### src/rtl/vga_timing_gen.sv
// Parametrised VGA timing generator with a one-cycle registered output stage and character-cell coordinates.
// Optional colour-bar test pattern when VGA_TESTPAT_EN is defined.
module vga_timing_gen #(
  parameter int H_ACTIVE = 640,
  parameter int H_FP     = 16,
  parameter int H_SYNC   = 96,
  parameter int H_BP     = 48,
  parameter int V_ACTIVE = 480,
  parameter int V_FP     = 10,
  parameter int V_SYNC   = 2,
  parameter int V_BP     = 33,
  parameter int HS_POL   = 0,
  parameter int VS_POL   = 0,
  parameter int CW       = 8,
  parameter int AW       = 10,
  parameter int CELL_W   = 9,
  parameter int CELL_H   = 16,
  parameter int CCW      = 7,
  parameter int CRW      = 5
) (
  input  logic            pclk,
  input  logic            reset_n,
  input  logic            en,
  input  logic [3*CW-1:0] vga_data,
  output logic [AW-1:0]   h_addr,
  output logic [AW-1:0]   v_addr,
  output logic            addr_valid,
  output logic [CCW-1:0]  char_col,
  output logic [CRW-1:0]  char_row,
  output logic [3:0]      cell_x,
  output logic [3:0]      cell_y,
  output logic            hsync,
  output logic            vsync,
  output logic            valid,
  output logic            frame_start,
  output logic            line_start,
  output logic [CW-1:0]   vga_r,
  output logic [CW-1:0]   vga_g,
  output logic [CW-1:0]   vga_b
);

  localparam int H_TOTAL = H_ACTIVE + H_FP + H_SYNC + H_BP;
  localparam int V_TOTAL = V_ACTIVE + V_FP + V_SYNC + V_BP;

  localparam logic [AW-1:0] H_ACT  = AW'(H_ACTIVE);
  localparam logic [AW-1:0] H_SS   = AW'(H_ACTIVE + H_FP);
  localparam logic [AW-1:0] H_SE   = AW'(H_ACTIVE + H_FP + H_SYNC - 1);
  localparam logic [AW-1:0] H_LAST = AW'(H_TOTAL - 1);
  localparam logic [AW-1:0] V_ACT  = AW'(V_ACTIVE);
  localparam logic [AW-1:0] V_SS   = AW'(V_ACTIVE + V_FP);
  localparam logic [AW-1:0] V_SE   = AW'(V_ACTIVE + V_FP + V_SYNC - 1);
  localparam logic [AW-1:0] V_LAST = AW'(V_TOTAL - 1);
  localparam logic [3:0]    CX_LAST = 4'(CELL_W - 1);
  localparam logic [3:0]    CY_LAST = 4'(CELL_H - 1);
  localparam logic          HS_ON  = (HS_POL != 0);
  localparam logic          VS_ON  = (VS_POL != 0);

  logic [AW-1:0]   h_cnt_p0;
  logic [AW-1:0]   v_cnt_p0;
  logic [3:0]      cell_x_p0;
  logic [3:0]      cell_y_p0;
  logic [CCW-1:0]  char_col_p0;
  logic [CRW-1:0]  char_row_p0;

  logic            h_last;
  logic            v_last;
  logic            act_p0;
  logic            hs_act_p0;
  logic            vs_act_p0;
  logic [3*CW-1:0] src_colour_p0;

  logic            vld_p1;
  logic            hsync_p1;
  logic            vsync_p1;
  logic            frame_start_p1;
  logic            line_start_p1;
  logic [3*CW-1:0] colour_p1;

  // Blanking forces black; anything outside the visible window never reaches the DAC.
  function automatic logic [3*CW-1:0] blank_colour(input logic act, input logic [3*CW-1:0] c);
    return act ? c : '0;
  endfunction

  function automatic logic sync_level(input logic in_pulse, input logic on_level);
    return in_pulse ? on_level : ~on_level;
  endfunction

`ifdef VGA_TESTPAT_EN
  localparam int BAR_W = H_ACTIVE / 8;

  // Bar index found by threshold compares; channel bits fall out of the index directly.
  function automatic logic [3*CW-1:0] bar_colour(input logic [AW-1:0] x);
    logic [2:0] idx;
    idx = 3'd0;
    for (int k = 1; k < 8; k++) begin
      if (x >= AW'(k * BAR_W)) idx = 3'(k);
    end
    return {{CW{~idx[1]}}, {CW{~idx[2]}}, {CW{~idx[0]}}};
  endfunction
`endif

  // ---- stage p0: scan counters and character-cell coordinates ----
  assign h_last = (h_cnt_p0 == H_LAST);
  assign v_last = (v_cnt_p0 == V_LAST);

  always_ff @(posedge pclk or negedge reset_n) begin
    if (!reset_n) begin
      h_cnt_p0 <= '0;
      v_cnt_p0 <= '0;
    end else if (en) begin
      if (h_last) begin
        h_cnt_p0 <= '0;
        v_cnt_p0 <= v_last ? '0 : v_cnt_p0 + 1'b1;
      end else begin
        h_cnt_p0 <= h_cnt_p0 + 1'b1;
      end
    end
  end

  always_ff @(posedge pclk or negedge reset_n) begin
    if (!reset_n) begin
      cell_x_p0   <= '0;
      char_col_p0 <= '0;
    end else if (en) begin
      if (h_last) begin
        cell_x_p0   <= '0;
        char_col_p0 <= '0;
      end else if (cell_x_p0 == CX_LAST) begin
        cell_x_p0   <= '0;
        char_col_p0 <= char_col_p0 + 1'b1;
      end else begin
        cell_x_p0   <= cell_x_p0 + 1'b1;
      end
    end
  end

  // Row coordinates advance only on the line wrap, mirroring the column scheme.
  always_ff @(posedge pclk or negedge reset_n) begin
    if (!reset_n) begin
      cell_y_p0   <= '0;
      char_row_p0 <= '0;
    end else if (en && h_last) begin
      if (v_last) begin
        cell_y_p0   <= '0;
        char_row_p0 <= '0;
      end else if (cell_y_p0 == CY_LAST) begin
        cell_y_p0   <= '0;
        char_row_p0 <= char_row_p0 + 1'b1;
      end else begin
        cell_y_p0   <= cell_y_p0 + 1'b1;
      end
    end
  end

  assign act_p0    = (h_cnt_p0 < H_ACT) && (v_cnt_p0 < V_ACT);
  assign hs_act_p0 = (h_cnt_p0 >= H_SS) && (h_cnt_p0 <= H_SE);
  assign vs_act_p0 = (v_cnt_p0 >= V_SS) && (v_cnt_p0 <= V_SE);

  assign addr_valid = act_p0;
  assign h_addr     = act_p0 ? h_cnt_p0 : '0;
  assign v_addr     = act_p0 ? v_cnt_p0 : '0;
  assign char_col   = char_col_p0;
  assign char_row   = char_row_p0;
  assign cell_x     = cell_x_p0;
  assign cell_y     = cell_y_p0;

`ifdef VGA_TESTPAT_EN
  assign src_colour_p0 = bar_colour(h_addr);
`else
  assign src_colour_p0 = vga_data;
`endif

  // ---- stage p1: registered DAC-facing outputs ----
  always_ff @(posedge pclk or negedge reset_n) begin
    if (!reset_n) begin
      vld_p1         <= 1'b0;
      colour_p1      <= '0;
      frame_start_p1 <= 1'b0;
      line_start_p1  <= 1'b0;
      hsync_p1       <= ~HS_ON;
      vsync_p1       <= ~VS_ON;
    end else if (en) begin
      vld_p1         <= act_p0;
      colour_p1      <= blank_colour(act_p0, src_colour_p0);
      frame_start_p1 <= (h_cnt_p0 == '0) && (v_cnt_p0 == '0);
      line_start_p1  <= (h_cnt_p0 == '0) && (v_cnt_p0 < V_ACT);
      hsync_p1       <= sync_level(hs_act_p0, HS_ON);
      vsync_p1       <= sync_level(vs_act_p0, VS_ON);
    end else begin
      // Stalled: blank and suppress pulses, but keep sync levels steady.
      vld_p1         <= 1'b0;
      colour_p1      <= '0;
      frame_start_p1 <= 1'b0;
      line_start_p1  <= 1'b0;
    end
  end

  assign valid       = vld_p1;
  assign hsync       = hsync_p1;
  assign vsync       = vsync_p1;
  assign frame_start = frame_start_p1;
  assign line_start  = line_start_p1;
  assign vga_r       = colour_p1[3*CW-1:2*CW];
  assign vga_g       = colour_p1[2*CW-1:CW];
  assign vga_b       = colour_p1[CW-1:0];

endmodule

### config.mk
export PLATFORM = sky130hd
export DESIGN_NAME = vga_timing_gen
export DESIGN_NICKNAME = d
export VERILOG_FILES = /design/src/rtl/vga_timing_gen.sv
export SDC_FILE = /design/constraint.sdc
export NUM_CORES = 1
export LEC_CHECK = 0
export BUFFER_PORTS_ARGS = -buffer_cell sky130_fd_sc_hd__buf_2
export CAP_MARGIN = 0
export CELL_PAD_IN_SITES_DETAIL_PLACEMENT = 1
export CELL_PAD_IN_SITES_GLOBAL_PLACEMENT = 1
export CORE_MARGIN = 1
export CORE_UTILIZATION = 35
export CTS_CLUSTER_DIAMETER = 40
export DETAILED_ROUTE_END_ITERATION = 10
export MAX_ROUTING_LAYER = met4
export PLACE_DENSITY = 0.8
export SYNTH_ARGS = -nofsm -noshare
export SYNTH_HDL_FRONTEND = slang
export SYNTH_SLANG_ARGS = --single-unit
### constraint.sdc
create_clock -name pclk -period 2.95 [get_ports pclk]
set_input_delay 0.295 -clock pclk [delete_from_list [all_inputs] [get_ports pclk]]
set_output_delay 0.295 -clock pclk [all_outputs]
set_load 0.005 [all_outputs]
==> results.cfg, run 1 <==
[clock_tree]
cts_htree_levels = 3
cts.sinks = 69
cts_root_buf = clkbuf_8
cts_resized = 0
clk_latency_ns = 0.34
cts_buffers = 9
postCtsSetupBuffers = 0
tritoncts = built
postCtsHoldBufs = 1
clkTransAtPathRegs_ns = 0.08
clockBufferDepth = 2

[timing]
period_share_pct = 82.5
timing.setup.tns_ns = 0
slew_headroom_pct = 56.7
max_freq_ghz = 0.411
setup_viol = 0
finalHoldViolCount = 0
skew_ns = 0.00581
period_minus_slack_ns = 2.43
setup_slack_ns = 0.516
worst_pin_slew_ns = 0.650
rsz0062_at_grt = no
drv_slew = 0

[setup_path]
path_depth = 4
arrival_ns = 2.70
startpoint = h_cnt_p0[5]
crit_buf_inv = 0
end_kind = register
critical_path.max_stage_delay_ns = 0.65
crit_end = char_row[3]
crit_path_top_delay_cell = or3_1
r2r_end = char_row[3]
worst_r2r_startpoint = h_cnt_p0[5]
crit_path_start_kind = register
crit_family = simple AND/OR/NAND/NOR gates
path_class = register to register
crit_fanout = 19
reg2reg_setup_slack_ns = 0.52
required_ns = 3.22
worst-r2r-cell-count = 4
cp_cell_sequence = or4b_4 -> or3_1 -> or4_1 -> o21ai_0

[synth]
netlist_instances = 302
synth.avg_cell_area_sq_um = 10.5
synth.distinct_cells = 43
synth_edf_count = 0
ys_warn_count = 0
syn_nets = 339
synth_ff_type = dfrtp_1
async_flop_share_pct = 100
ys_ff_latch = 69
ys_seq_area_share_pct = 54.6
syn_area_sq_um = 3170

[global_route]
grt_pass1_vias = 2714
gr-usage-met2_pct = 28.7
use_met3_pct = 4.60
globalRouteOverflowTotal = 0
grt_use_met1_pct = 24.1
grt_pass1_wl_mm = 13.5
grt-busiest-layer = met2
grtUsageTotal_pct = 18.6
antenna_found_initial = 0
grt_max_degree = 39

[drt]
vias = 2556
wl_mm = 7.92
viasPerCell = 5.00
ant_nets = 0
drc = 0
drt_iter0_drc = 94
first_pass_iters = 4
wl_per_cell_microns = 15.5

[floorplan]
io_pins = 97
die_x_microns = 97.2
coreArea_sq_um = 8760
die_h_microns = 97.2
start_util_pct = 36.2
die_area_sq_um = 9440
core.rowCount = 34

[placed_design]
routabilityCongestion = 0.846
port_buffers = 95
dpl_worst_slack_ns = 0.525
dp_hpwl_mm = 5.75

[pwr]
p_leak_nw = 2.10
p_per_area_nw_per_um2 = 684
peakVddDrop_uv = 356

[layout]
synthToLayoutAreaGrowth_pct = 27.2
most-common-layout-cells = buf_2 (95), dfrtp_1 (67), and2_1 (40)
drive_gt1_share_pct = 30.8
fin_nets = 435
diodes = 0
final_common_cell = buf_2

[status]
status = finished clean

[hold_path]
hold_depth = 2
holdCritPathClass = primary input to register

[flow_run]
cap_violations = 0
-- worst min-delay path by stage --
stage | from | slack, ns | end
floorplan | reset_n | -0.0006 | cell_x[0]
global placement | reset_n | 0.35 | line_start
detailed placement | reset_n | 0.36 | line_start
CTS | vga_data[23] | 0.13 | colour_p1[23]
global route | vga_data[19] | 0.14 | colour_p1[19]
finish | vga_data[23] | 0.15 | colour_p1[23]
-- through the flow --
stage          utilization [%]  instance area, sq um  power (mW)  std cells  hold slack (ns)
2_1_floorplan                -                  3170        1.50        302        -0.000591
3_3_place_gp              42.8                  3750        1.72        494            0.351
3_5_place_dp              42.8                  3750        1.74        494            0.358
4_1_cts                   46.0                  4030        2.80        511            0.132
5_1_grt                   46.0                  4030        2.92        511            0.136
6_report                  46.0                  4030        2.76        511            0.152
-- cell families after synthesis --
logic type,count (synthesis),share of synthesized area (%)
buffers and inverters,27,3.67
AO/OA/AOI/OAI,31,6.63
flip-flops,69,54.6
multiplexers,4,1.34
adder cells (fa/ha/maj),10,3.95
XOR/XNOR,19,5.25
AND/OR/NAND/NOR,141,24.5
other,1,0.118
-- flip-flops by register name, summed over array words and instances, names as in the netlist, 4 cells and up --
name and cells:
h_cnt_p0 10, cell_x 4, v_cnt_p0 10, char_row 5, char_col 7, cell_y 4, colour_p1 24
-- metal layers --
metal / part of all wire [%] / wire length, microns
met5: 0 / 0
met4: 1.0 / 82
met3: 4.5 / 356
met2: 48 / 3840
met1: 46 / 3640
-- synth_stat cells, types with 2 or more instances --
| master | n | area share [%] |
|---|---|---|
| nor2b_1 | 2 | 0.39 |
| dfstp_2 | 2 | 1.7 |
| xnor2_1 | 5 | 1.4 |
| nor4b_1 | 2 | 0.55 |
| nand3_1 | 13 | 2.1 |
| ha_1 | 10 | 3.9 |
| a21oi_1 | 3 | 0.47 |
| xor2_1 | 14 | 3.9 |
| nor4_1 | 4 | 0.79 |
| o31ai_1 | 4 | 0.95 |
| and2_1 | 40 | 7.9 |
| nand4_1 | 12 | 2.4 |
| mux2i_1 | 2 | 0.63 |
| clkbuf_1 | 13 | 1.5 |
| inv_1 | 10 | 1.2 |
| o21ai_0 | 9 | 1.4 |
| mux2_2 | 2 | 0.71 |
| nor2_1 | 26 | 3.1 |
| a31oi_1 | 3 | 0.59 |
| or4_1 | 3 | 0.71 |
| nor3_1 | 6 | 0.95 |
| nand2_1 | 18 | 2.1 |
| a22o_1 | 5 | 1.4 |
| and3_1 | 5 | 0.99 |
| dfrtp_1 | 67 | 53 |
| or3_1 | 3 | 0.59 |
| nor3b_1 | 2 | 0.47 |
| buf_4 | 2 | 0.47 |
-- cell type report --
cell class / count / area, sq um
clock buffers: 9 / 124
clock inverters: 7 / 146
fillers: 995 / 4730
inverters: 10 / 37.5
multi-input cells: 206 / 1330
flip-flops and latches: 69 / 1730
well taps: 108 / 135
repair buffers: 102 / 531
-- worst reg2reg max path, delay by kind of cell (launching register included) --
kind / cells / cell delay, ns
DFF: 1 / 0.46
AOI/OAI and AO/OA: 1 / 0.09
and+or+nand+nor: 3 / 1.81
-- report_power, final --
group / switching, mW / total, mW / leakage [nW] / internal [mW]
Combinational: 0.261 / 0.527 / 1.08 / 0.266
Clock: 0.377 / 1.03 / 0.134 / 0.653
Sequential: 0.147 / 1.20 / 0.880 / 1.06
No activity file was read; power rests on OpenSTA's default activity.
==> run 2, diff against run 1 <==
--- a/config.mk
+++ b/config.mk
@@ -14,7 +14,7 @@
 export CTS_CLUSTER_DIAMETER = 40
 export DETAILED_ROUTE_END_ITERATION = 10
 export MAX_ROUTING_LAYER = met4
-export PLACE_DENSITY = 0.8
+export PLACE_DENSITY = 0.83
 export SYNTH_ARGS = -nofsm -noshare
 export SYNTH_HDL_FRONTEND = slang
 export SYNTH_SLANG_ARGS = --single-unit
==> constraint.sdc (replaced) <==
create_clock -name pclk -period 2.2 [get_ports pclk]
set_input_delay 0.22 -clock pclk [delete_from_list [all_inputs] [get_ports pclk]]
set_output_delay 0.22 -clock pclk [all_outputs]
set_load 0.005 [all_outputs]
==> run 2 against run 1 <==
Effect of this change:
- clock-buffer cell count up 4
- via count is 3.7% higher
- hold slack lost 0.066 ns
- utilization increased by 0.34 points
- critical path type unchanged
==> results.cfg, run 2 (synthesis results as in run 1) <==
[status]
status = finished clean

[drt]
drc = 0
ant_nets = 0
drt_iter0_drc = 100
wl_mm = 8.18
first_pass_iters = 4
wl_per_cell_microns = 15.8
viasPerCell = 5.11
vias = 2651

[timing]
skew_ns = 0.0111
setup_slack_ns = 0.111
timing.setup.tns_ns = 0
whs_ns = 0.0864
finalHoldViolCount = 0
rsz0062_at_grt = no
setup_viol = 0
drv_slew = 0
max_freq_ghz = 0.479
period_minus_slack_ns = 2.09
period_share_pct = 95.0

[placed_design]
port_buffers = 95
placed_area_sq_um = 3820
routabilityCongestion = 0.847
dp_hpwl_mm = 6.05
place_inst = 502
dpl_worst_slack_ns = 0.0169

[layout]
register_area_sq_um = 1730
largest_reg_flops = 24
stdcell_area_sq_um = 4060
top_regs = colour_p1: 24 flops, h_cnt_p0: 10 flops, v_cnt_p0: 10 flops
most-common-layout-cells = buf_2 (95), dfrtp_1 (67), and2_1 (40)
finish.utilization_pct = 46.3
multi_input_area_sq_um = 1350
final_common_cell = buf_2
fillers = 1021
drive_gt1_share_pct = 32.8
fin_nets = 443
fin_cells = 519
diodes = 0
top_register = colour_p1
synthToLayoutAreaGrowth_pct = 28.1

[pwr]
power_mw = 3.45
peakVddDrop_uv = 430
p_per_area_nw_per_um2 = 849
p_leak_nw = 2.11

[hold_path]
whs_endpoint = colour_p1[2]
hold_start = vga_data[2]
holdCritPathClass = primary input to register
hold_depth = 2

[setup_path]
reg2reg_setup_slack_ns = 0.11
required_ns = 2.46
r2r_end = char_row[3]
crit_fanout = 10
end_kind = register
worst-r2r-cell-count = 4
path_class = register to register
arrival_ns = 2.35
crit_path_start_kind = register
worst_r2r_startpoint = h_cnt_p0[5]

[floorplan]
core.rowCount = 34
start_util_pct = 36.2
die_area_sq_um = 9440
die_x_microns = 97.2
io_pins = 97
coreArea_sq_um = 8760
die_h_microns = 97.2

[clock_tree]
clockBufferDepth = 2
cts_buffers = 9
clk_latency_ns = 0.34
cts_htree_levels = 3
postCtsSetupBuffers = 0
cts.sinks = 69
cts_root_buf = clkbuf_8
tritoncts = built
clkTransAtPathRegs_ns = 0.08

[global_route]
antenna_found_initial = 0
globalRouteOverflowTotal = 0
grtUsageTotal_pct = 18.6
grt_pass1_wl_mm = 13.6
grt_max_degree = 34
grt_pass1_vias = 2761

[flow_run]
cap_violations = 0
## run 2: changes by cell type in the layout (fill, tap and decap cells not counted), sizes merged
cell and delta:
inv -1, clkinvlp +1, clkbuf +4, bufinv -3, clkinv -1, buf +8
## run 2: worst max path at each step
stage	from	slack, ns	cells past startpoint	endpoint
after floorplan	h_cnt_p0[5]	0.07	5	char_col[0]
after global placement	h_cnt_p0[5]	0.08	5	v_cnt_p0[3]
after detailed placement	h_cnt_p0[5]	0.02	4	char_row[4]
after CTS	h_cnt_p0[5]	0.007	4	char_row[4]
after global routing	h_cnt_p0[0]	0.03	7	cell_y[0]
final	h_cnt_p0[5]	0.11	4	char_row[3]
## run 2: timing repair
| action | 4_1_cts | 5_1_grt |
|---|---|---|
| setup endpoints to repair | 0 | 22 |
| endpoints found under the hold margin | 12 | 0 |
| hold buffers | 1 | 0 |
| gates resized for setup | 0 | 4 |
## run 2: worst max-delay path: stages, from the launching register on
cell and delay [ns]:
dfrtp_1 0.38, or4b_4 0.58, or3_4 0.45, or4_1 0.52
o21ai_0 0.09
## run 2: area by class of cell
type	count	area share [%]
well taps	108	3.33
clock inverters	3	1.05
flip-flops and latches	69	42.6
inverters	10	0.924
multi-input cells	206	33.1
clock buffers	13	4.16
repair buffers	110	14.8
## run 2: power breakdown
group / switching [mW] / leakage [nW] / internal [mW]
Clock: 0.472 / 0.106 / 0.616
Sequential: 0.150 / 0.880 / 1.42
Combinational: 0.400 / 1.13 / 0.394
## run 2: routing by layer
| layer | vias up | share of wire, % | track usage, % |
|---|---|---|---|
| li1 | 1244 | - | - |
| met1 | 1306 | 45 | 23.2 |
| met2 | 89 | 49 | 29.8 |
| met3 | 12 | 4.5 | 3.96 |
| met4 | 0 | 1.5 | 6.66 |
| met5 | - | 0 | - |
